### src/rtl/pipe_hazard_ctrl_pkg.sv
// Shared definitions for the pipeline hazard sequencer: FSM encoding and
// the hard-wired zero register index.
package pipe_ctrl_pkg;

    typedef enum logic {
        RUN      = 1'b0,
        MEM_WAIT = 1'b1
    } state_t;

    localparam logic [4:0] X0 = 5'd0;

endpackage

### src/rtl/pipe_hazard_ctrl_if.sv
// Bundle of hazard-detect inputs and pipeline-register controls between the
// pipeline datapath (master) and the hazard sequencer (slave).
interface pipe_hazard_ctrl_if #(
    parameter int unsigned CNT_W = 16
);
    logic [4:0]       ifid_rs1;
    logic [4:0]       ifid_rs2;
    logic             idex_memread;
    logic [4:0]       idex_rd;
    logic             mem_branch_taken;
    logic             dmem_busy;
    logic             cnt_clr;
    logic             err_clr;

    logic             pc_write;
    logic             ifid_write;
    logic             ifid_flush;
    logic             idex_write;
    logic             idex_flush;
    logic             exmem_write;
    logic             exmem_flush;
    logic             memwb_write;
    logic             state;
    logic             timeout_err;
    logic [CNT_W-1:0] stall_cnt;
    logic [CNT_W-1:0] flush_cnt;

    modport master (
        output ifid_rs1, ifid_rs2, idex_memread, idex_rd, mem_branch_taken,
               dmem_busy, cnt_clr, err_clr,
        input  pc_write, ifid_write, ifid_flush, idex_write, idex_flush,
               exmem_write, exmem_flush, memwb_write, state, timeout_err,
               stall_cnt, flush_cnt
    );

    modport slave (
        input  ifid_rs1, ifid_rs2, idex_memread, idex_rd, mem_branch_taken,
               dmem_busy, cnt_clr, err_clr,
        output pc_write, ifid_write, ifid_flush, idex_write, idex_flush,
               exmem_write, exmem_flush, memwb_write, state, timeout_err,
               stall_cnt, flush_cnt
    );

endinterface

### src/rtl/pipe_hazard_ctrl_sat_counter.sv
// Saturating up-counter with synchronous clear that takes priority over
// increment; holds at all-ones instead of wrapping.
module sat_counter #(
    parameter int unsigned W = 16
) (
    input  logic         clk,
    input  logic         rst_n,
    input  logic         inc,
    input  logic         clr,
    output logic [W-1:0] q
);

    logic [W-1:0] q_q;
    logic [W-1:0] q_d;

    always_comb begin
        q_d = q_q;
        if (clr) begin
            q_d = '0;
        end else if (inc && (q_q != '1)) begin
            q_d = q_q + W'(1);
        end
    end

    always_ff @(posedge clk or negedge rst_n) begin
        if (!rst_n) begin
            q_q <= '0;
        end else begin
            q_q <= q_d;
        end
    end

    assign q = q_q;

endmodule

### src/rtl/pipe_hazard_ctrl.sv
// Stall/flush sequencer for the 5-stage pipeline: memory freeze, taken-branch
// flush (including a branch parked during a freeze), load-use bubble.
module pipe_hazard_ctrl
    import pipe_ctrl_pkg::*;
#(
    parameter int unsigned CNT_W   = 16,
    parameter int unsigned TIMEOUT = 64,
    parameter int unsigned TO_W    = 8
) (
    input  logic              clk,
    input  logic              reset,
    pipe_hazard_ctrl_if.slave hz
);

    state_t          state_q;
    logic            br_pend_q;
    logic [TO_W-1:0] busy_run_q;
    logic [TO_W-1:0] busy_run_d;
    logic            timeout_err_q;

    logic lu;
    logic br;
    logic to_hit;

    logic pc_write, ifid_write, ifid_flush, idex_write;
    logic idex_flush, exmem_write, exmem_flush, memwb_write;

    assign lu = hz.idex_memread && (hz.idex_rd != X0) &&
                ((hz.idex_rd == hz.ifid_rs1) || (hz.idex_rd == hz.ifid_rs2));
    assign br = hz.mem_branch_taken || br_pend_q;

    // Controls are gated by the raw reset so the pipeline is frozen while it is held.
    always_comb begin
        pc_write    = 1'b0;
        ifid_write  = 1'b0;
        ifid_flush  = 1'b0;
        idex_write  = 1'b0;
        idex_flush  = 1'b0;
        exmem_write = 1'b0;
        exmem_flush = 1'b0;
        memwb_write = 1'b0;
        if (reset && !hz.dmem_busy) begin
            idex_write  = 1'b1;
            exmem_write = 1'b1;
            memwb_write = 1'b1;
            if (br) begin
                pc_write    = 1'b1;
                ifid_write  = 1'b1;
                ifid_flush  = 1'b1;
                idex_flush  = 1'b1;
                exmem_flush = 1'b1;
            end else if (lu) begin
                idex_flush  = 1'b1;
            end else begin
                pc_write    = 1'b1;
                ifid_write  = 1'b1;
            end
        end
    end

    always_comb begin
        busy_run_d = '0;
        if (hz.dmem_busy) begin
            busy_run_d = (busy_run_q == TO_W'(TIMEOUT)) ? busy_run_q
                                                         : busy_run_q + TO_W'(1);
        end
    end

    assign to_hit = hz.dmem_busy && (busy_run_q == TO_W'(TIMEOUT - 1));

    always_ff @(posedge clk or negedge reset) begin
        if (!reset) begin
            state_q       <= RUN;
            br_pend_q     <= 1'b0;
            busy_run_q    <= '0;
            timeout_err_q <= 1'b0;
        end else begin
            busy_run_q <= busy_run_d;
            if (hz.dmem_busy) begin
                state_q   <= MEM_WAIT;
                br_pend_q <= br_pend_q || hz.mem_branch_taken;
            end else begin
                state_q   <= RUN;
                br_pend_q <= 1'b0;
            end
            if (to_hit) begin
                timeout_err_q <= 1'b1;
            end else if (hz.err_clr) begin
                timeout_err_q <= 1'b0;
            end
        end
    end

    sat_counter #(.W(CNT_W)) u_stall_cnt (
        .clk   (clk),
        .rst_n (reset),
        .inc   (!pc_write),
        .clr   (hz.cnt_clr),
        .q     (hz.stall_cnt)
    );

    sat_counter #(.W(CNT_W)) u_flush_cnt (
        .clk   (clk),
        .rst_n (reset),
        .inc   (ifid_flush),
        .clr   (hz.cnt_clr),
        .q     (hz.flush_cnt)
    );

    assign hz.pc_write    = pc_write;
    assign hz.ifid_write  = ifid_write;
    assign hz.ifid_flush  = ifid_flush;
    assign hz.idex_write  = idex_write;
    assign hz.idex_flush  = idex_flush;
    assign hz.exmem_write = exmem_write;
    assign hz.exmem_flush = exmem_flush;
    assign hz.memwb_write = memwb_write;
    assign hz.state       = state_q;
    assign hz.timeout_err = timeout_err_q;

endmodule

### src/flat_wrapper.sv
// flat-port wrapper written by rule: the top's interface ports become plain ports
module pipe_hazard_ctrl_flat import pipe_ctrl_pkg::*;
#(
    parameter int unsigned CNT_W   = 16,
    parameter int unsigned TIMEOUT = 64,
    parameter int unsigned TO_W    = 8
)
  (clk, reset, hz_ifid_rs1, hz_ifid_rs2, hz_idex_memread, hz_idex_rd, hz_mem_branch_taken, hz_dmem_busy, hz_cnt_clr, hz_err_clr, hz_pc_write, hz_ifid_write, hz_ifid_flush, hz_idex_write, hz_idex_flush, hz_exmem_write, hz_exmem_flush, hz_memwb_write, hz_state, hz_timeout_err, hz_stall_cnt, hz_flush_cnt);
  pipe_hazard_ctrl_if #(.CNT_W(CNT_W)) hz_i ();
  input  logic clk;
  input  logic reset;
  input wire logic [$bits(hz_i.ifid_rs1)-1:0] hz_ifid_rs1;
  input wire logic [$bits(hz_i.ifid_rs2)-1:0] hz_ifid_rs2;
  input wire logic [$bits(hz_i.idex_memread)-1:0] hz_idex_memread;
  input wire logic [$bits(hz_i.idex_rd)-1:0] hz_idex_rd;
  input wire logic [$bits(hz_i.mem_branch_taken)-1:0] hz_mem_branch_taken;
  input wire logic [$bits(hz_i.dmem_busy)-1:0] hz_dmem_busy;
  input wire logic [$bits(hz_i.cnt_clr)-1:0] hz_cnt_clr;
  input wire logic [$bits(hz_i.err_clr)-1:0] hz_err_clr;
  output wire logic [$bits(hz_i.pc_write)-1:0] hz_pc_write;
  output wire logic [$bits(hz_i.ifid_write)-1:0] hz_ifid_write;
  output wire logic [$bits(hz_i.ifid_flush)-1:0] hz_ifid_flush;
  output wire logic [$bits(hz_i.idex_write)-1:0] hz_idex_write;
  output wire logic [$bits(hz_i.idex_flush)-1:0] hz_idex_flush;
  output wire logic [$bits(hz_i.exmem_write)-1:0] hz_exmem_write;
  output wire logic [$bits(hz_i.exmem_flush)-1:0] hz_exmem_flush;
  output wire logic [$bits(hz_i.memwb_write)-1:0] hz_memwb_write;
  output wire logic [$bits(hz_i.state)-1:0] hz_state;
  output wire logic [$bits(hz_i.timeout_err)-1:0] hz_timeout_err;
  output wire logic [$bits(hz_i.stall_cnt)-1:0] hz_stall_cnt;
  output wire logic [$bits(hz_i.flush_cnt)-1:0] hz_flush_cnt;
  assign hz_i.ifid_rs1 = hz_ifid_rs1;
  assign hz_i.ifid_rs2 = hz_ifid_rs2;
  assign hz_i.idex_memread = hz_idex_memread;
  assign hz_i.idex_rd = hz_idex_rd;
  assign hz_i.mem_branch_taken = hz_mem_branch_taken;
  assign hz_i.dmem_busy = hz_dmem_busy;
  assign hz_i.cnt_clr = hz_cnt_clr;
  assign hz_i.err_clr = hz_err_clr;
  assign hz_pc_write = hz_i.pc_write;
  assign hz_ifid_write = hz_i.ifid_write;
  assign hz_ifid_flush = hz_i.ifid_flush;
  assign hz_idex_write = hz_i.idex_write;
  assign hz_idex_flush = hz_i.idex_flush;
  assign hz_exmem_write = hz_i.exmem_write;
  assign hz_exmem_flush = hz_i.exmem_flush;
  assign hz_memwb_write = hz_i.memwb_write;
  assign hz_state = hz_i.state;
  assign hz_timeout_err = hz_i.timeout_err;
  assign hz_stall_cnt = hz_i.stall_cnt;
  assign hz_flush_cnt = hz_i.flush_cnt;
  pipe_hazard_ctrl #(.CNT_W(CNT_W), .TIMEOUT(TIMEOUT), .TO_W(TO_W)) u_core (.clk(clk), .reset(reset), .hz(hz_i));
endmodule
### config.mk
export PLATFORM = sky130hd
export DESIGN_NAME = pipe_hazard_ctrl_flat
export DESIGN_NICKNAME = d
export VERILOG_FILES = /design/src/rtl/pipe_hazard_ctrl_pkg.sv /design/src/rtl/pipe_hazard_ctrl_if.sv /design/src/rtl/pipe_hazard_ctrl_sat_counter.sv /design/src/rtl/pipe_hazard_ctrl.sv /design/src/flat_wrapper.sv
export SDC_FILE = /design/constraint.sdc
export NUM_CORES = 1
export LEC_CHECK = 0
export BUFFER_PORTS_ARGS = -buffer_cell sky130_fd_sc_hd__buf_2
export CELL_PAD_IN_SITES_DETAIL_PLACEMENT = 2
export CELL_PAD_IN_SITES_GLOBAL_PLACEMENT = 2
export CORE_MARGIN = 2
export CORE_UTILIZATION = 29
export DETAILED_ROUTE_END_ITERATION = 10
export PLACE_DENSITY = 0.8
export SLEW_MARGIN = 0
export SYNTH_ARGS = -nofsm -noshare
export SYNTH_HDL_FRONTEND = slang
export SYNTH_SLANG_ARGS = --single-unit
### constraint.sdc
create_clock -name clk -period 2.19 [get_ports clk]
set_clock_uncertainty 0.1 [all_clocks]
set_input_delay 0.1095 -clock clk [delete_from_list [all_inputs] [get_ports clk]]
set_output_delay 0.1095 -clock clk [all_outputs]
set_load 0.03 [all_outputs]
* Word level (Yosys, flattened, before mapping) *
Index checks and enable logic that the tools add are counted.

word-level totals
  bits in registers = 43
  input port bits = 22
  logic and storage cells = 49

cells by class
  $add $sub $neg = 3
  eq/ne operators = 7
  muxes and demuxes = 19
  reduce and logical (&&, ||, !) cells = 14

operator list
  operator                 number
  $mux W16                 4
  $add A16 B1 Y16 const B  2
  $ne A16 B16 Y1 const B   2
  $mux W8                  2
  $mux W1                  13
  $eq A5 B5 Y1             2
  $add A8 B1 Y8 const B    1
  $eq A8 B6 Y1 const B     1
  $eq A8 B7 Y1 const B     1
  $logic_and A1 B1 Y1      6
  $reduce_bool A2 Y1       3
  $reduce_bool A5 Y1       1
  $logic_not A1 Y1         2
  $logic_or A1 B1 Y1       2
  $ne A2 B2 Y1 const B     1

* Longest topological paths before layout *
  depth in word-level cells = 10
  depth in mapped cells = 8
  depth with buffers taken out = 7

* Hierarchy *
Synthesis repeated with hierarchy kept, for this count alone.

unflattened totals
  cell total of the unflattened synthesis = 270
  area, all modules = 2618.8 sq um

by module, submodules not included
  module            times used  cells each  area each (sq um)
  sat_counter       2           98          942.2
  pipe_hazard_ctrl  1           74          734.5

* Worst setup path before layout *
Ideal clock, no wire load.

  kind = register to register
  from = register u_core.u_stall_cnt.q_q[0], in the netlist u_core.u_stall_cnt.q[0]
  to = register u_core.u_stall_cnt.q_q[5], in the netlist u_core.u_stall_cnt.q[5]
  library setup time = 0.074 ns
  data arrival time = 2.089 ns
  data required time = 2.016 ns
  setup slack = -0.073 ns
  cell stages (with the launch flop) = 8
  buffers on the path = 0
  path through = dfrtp_1 -> ha_1 -> and4_1 -> nand4bb_4 -> and2_1 -> a21oi_4 -> or4_2 -> a21oi_2

on the way
  longest elaborated chain between the ends = 3
  elaborated cells on any way between the ends = 6
  classes of those cells = add/sub (1); eq/ne (1); mux (2); reduce/logical (2)

RTL lines
  element                                                   RTL line                                                                RTL
  start, declared                                           pipe_hazard_ctrl_sat_counter.sv:13                                      logic [W-1:0] q_q;
  start signal, assigned                                    pipe_hazard_ctrl_sat_counter.sv:29                                      q_q <= q_d;
  $add A16 B1 Y16 / $ne A16 B16 Y1 (equally long branches)  pipe_hazard_ctrl_sat_counter.sv:21, pipe_hazard_ctrl_sat_counter.sv:20
  $mux W16 / $logic_and A1 B1 Y1 (equally long branches)    pipe_hazard_ctrl_sat_counter.sv:20                                      end else if (inc && (q_q != '1)) begin
  $mux W16 / $reduce_bool A2 Y1 (equally long branches)     --

Several ways; a longest one is shown, not always the timed one. The select of a mux whose other input is x is not followed.
A chain may end at the register's enable or synchronous reset.

* Worst setup path after layout *
Same ends and word-level chain as after synthesis.

==> key figures <==
Run status
  • Outcome: finished, violations left
  • Violated checks: negative setup slack

Final layout
  • Commonest non-fill, non-tap cell in the layout: buf_2
  • Most frequent cells in the layout: 63 x buf_2, 40 x dfrtp_1, 30 x nor2_1, 27 x buf_4, 21 x xnor2_1
  • # nets final: 371
  • Post-layout instance count excluding filler cells: 451
  • Multi-input logic area: 0.001309 mm²
  • Share of layout cells above drive strength 1: 0.3642
  • Fillcell total: 939
  • FF/Latch Area: 0.001080 mm²
  • Inserted Diodes: 0
  • Area grow syn2layout: 29.96%
  • Finished Cell Area: 0.003181 mm²

Clock tree
  • Clock sink count: 43
  • Clock tree from TritonCTS: yes
  • Clock slew seen by the registers of the worst setup and hold paths: 0.08 ns
  • Clock Tree Buf Depth: 2
  • Clk Latency, worst-skew pair: 0.30 ns
  • # H-tree levels: 2
  • Clock root buffer: clkbuf_8
  • TritonCTS Buffers: 5

GRT
  • Met1 usage: 0.2087
  • Vias in the first global route: 2,431
  • M3 GR Usage: 0.02819
  • Initial antenna violation count: 0
  • Global routing usage on met2: 0.3054
  • Overflow after GRT: 0
  • Tot GR Track Use: 0.1675
  • Global-route wire length before repair: 12.01 mm
  • Largest net degree at the start of global routing: 44
  • Gr busiest metal: met2

Worst setup path
  • RR Startpoint: u_core.u_stall_cnt.q[0]
  • Crit-path max FO: 7
  • Reg2Reg Depth: 7
  • Worst path slowest cell: or4_2
  • Critical Path End Type: register
  • WP data required: 2.32 ns
  • CP max stage delay: 0.66 ns
  • WP data arrival: 2.33 ns
  • Capturing point of the worst reg2reg path: u_core.u_stall_cnt.q[5]
  • Worst setup path class: reg2reg
  • Reg2reg setup slack: -0.02 ns
  • Most frequent cell on the critical path: a21oi_2
  • Crit path launch type: register
  • Cells along the critical path: ha_2 > and4_1 > nand4bb_4 > and2_4 > a21oi_2 > or4_2 > a21oi_2

Timing
  • Final setup vio count: 1
  • Max Fclk: 452.8 MHz
  • Worst-Margin Slew: 0.5581 ns
  • Post-route setup slack: -0.01864 ns
  • Post-layout min period: 2.209 ns
  • Fin crit share: 1.009
  • Relative slew slack: 0.6279
  • Final Max Tran Viols: 0
  • Fin. Hold Viols: 0
  • RSZ-0062 raised after global routing: true
  • Sum Neg Setup Slack: -0.01864 ns

Pwr
  • Pwr Total: 1579 µW
  • Worst IR Drop VDD: 0.1841 mV
  • Pwr Density: 496.4 mW/mm²
  • Static Leak: 0.001495 µW

Detailed routing
  • TritonRoute pass-1 iters: 4
  • Final wirelength: 7.410 mm
  • Vias: 2,284
  • Post-DR wirelength/cell: 16.43 µm
  • Post-DRT Antenna Nets: 0
  • Vias per std cell: 5.064
  • # DRC: 0
  • DR iter-0 viols: 63

Synthesis
  • Mapped Nets: 282
  • Main area contributors after synthesis: dfrtp_1 44%, xnor2_1 7.5%, nor2_1 4.8%, xor2_1 3.9%, nand3_1 3.9%
  • Area of the mapped netlist: 0.002447 mm²
  • Yosys top cell area share: 0.4397
  • Syn Area/Cell: 9.560 µm²
  • Ys Warns: 0
  • FF+latch count, synth: 43
  • Post-synth top area cell: dfrtp_1
  • Post-synthesis instance total: 256
  • Sequential area share after synthesis: 0.4397
  • Netlist cell types: 38

Die
  • Die area: 0.009190 mm²
  • Core Box Area: 0.008217 mm²
  • Chip Width: 95.87 µm
  • Row count: 33
  • IO Count: 64
  • Initial Util: 0.2979
  • Die height: 95.87 µm

Place
  • Post-DP Area: 0.003023 mm²
  • DP HPWL: 5.541 mm
  • Cell count after placement: 438
  • PortBufs: 63
  • Routability cong.: 0.7436

Min path
  • Hold depth: 2
  • Worst hold path startpoint: hz_dmem_busy
  • HP Class: in2reg
  • Hold Path End: u_core.hz.state

Job
  • Max_cap viols: 0
-- per-stage QoR --
step / hold WS (ns) / utilization / worst slack (ns)
floorplan: -0.2861 / - / 0.02842
global placement: 0.1836 / 0.3679 / 0.05972
detailed placement: 0.1841 / 0.3679 / -0.03106
global route: 0.04811 / 0.3871 / -0.06740
CTS: 0.03793 / 0.3830 / -0.01318
finish: 0.02937 / 0.3871 / -0.01864
-- cell usage after synthesis (all sizes together) --
cell and number:
nand4 7, mux2i 4, a21oi 16, o31ai 8, and3 5, clkbuf 5, o22ai 1, nor2 32
ha 4, nand2 14, xor2 11, nor2b 5, inv 10, buf 6, o21ai 5, or3 5
dfrtp 43, o311a 1, mux2 2, and4 3, or4 11, nand2b 1, nand4bb 1, o311ai 1
nor3b 1, nor3 5, and2 9, nand3 19, xnor2 21
-- flip-flops by register name (all words and copies together), names as in the netlist --
| signal | count |
|---|---|
| u_core.u_flush_cnt.q | 16 |
| u_core.u_stall_cnt.q | 16 |
| u_core.busy_run_q | 8 |
| u_core.br_pend_q | 1 |
| u_core.hz.state | 1 |
| u_core.hz.timeout_err | 1 |
-- layer usage --
metal / vias up / part of all wire
met3: 4 / 0.029
met2: 37 / 0.52
met1: 1176 / 0.44
met4: 0 / 0.0059
li1: 1067 / -
met5: - / 0
-- worst max-delay path by stage --
stage	slack, ns	start	to
finish	-0.02	u_core.u_stall_cnt.q[0]	u_core.u_stall_cnt.q[5]
global placement	0.06	hz_idex_rd[1]	u_core.u_stall_cnt.q[4]
detailed placement	-0.03	u_core.u_stall_cnt.q[0]	u_core.u_stall_cnt.q[7]
global route	-0.07	u_core.u_stall_cnt.q[0]	u_core.u_stall_cnt.q[5]
floorplan	0.03	u_core.u_stall_cnt.q[0]	u_core.u_stall_cnt.q[5]
CTS	-0.01	u_core.u_stall_cnt.q[0]	u_core.u_stall_cnt.q[7]
-- cell type report --
class | count | area share
Multi-Input combinational cell | 193 | 0.4115
Clock buffer | 6 | 0.02282
Sequential cell | 43 | 0.3395
Tap cell | 105 | 0.04131
Clock inverter | 2 | 0.003934
Timing Repair Buffer | 92 | 0.1692
Inverter | 10 | 0.01180
-- what timing repair did --
action,in CTS,in global routing
hold buffers,2,0
pin swaps,1,1
setup buffers,2,0
hold endpoints to repair,44,0
setup endpoints to repair,6,16
gates cloned,0,1
gates resized for setup,1,9
-- report_power, final --
group / switching [µW] / total [µW] / internal [µW]
clock: 294 / 518 / 224
sequential: 11.6 / 820 / 808
combinational: 151 / 241 / 89.9
-- critical path: cells and delay by family (launching register included) --
kind,cells,cell delay [ns]
flip-flops,1,0.42
AND/OR/NAND/NOR,4,1.16
AO/OA/AOI/OAI,2,0.26
adder cells (fa/ha/maj),1,0.19
-- cells by family after synthesis --
family,count (synthesis),share of synthesized area
AO/OA/AOI/OAI,32,0.08947
adder cells (fa/ha/maj),4,0.02045
buffers and inverters,21,0.04141
AND/OR/NAND/NOR,118,0.2689
flip-flops,43,0.4397
multiplexers,6,0.02556
XOR/XNOR,32,0.1145
(Power assumes the default switching activity.)
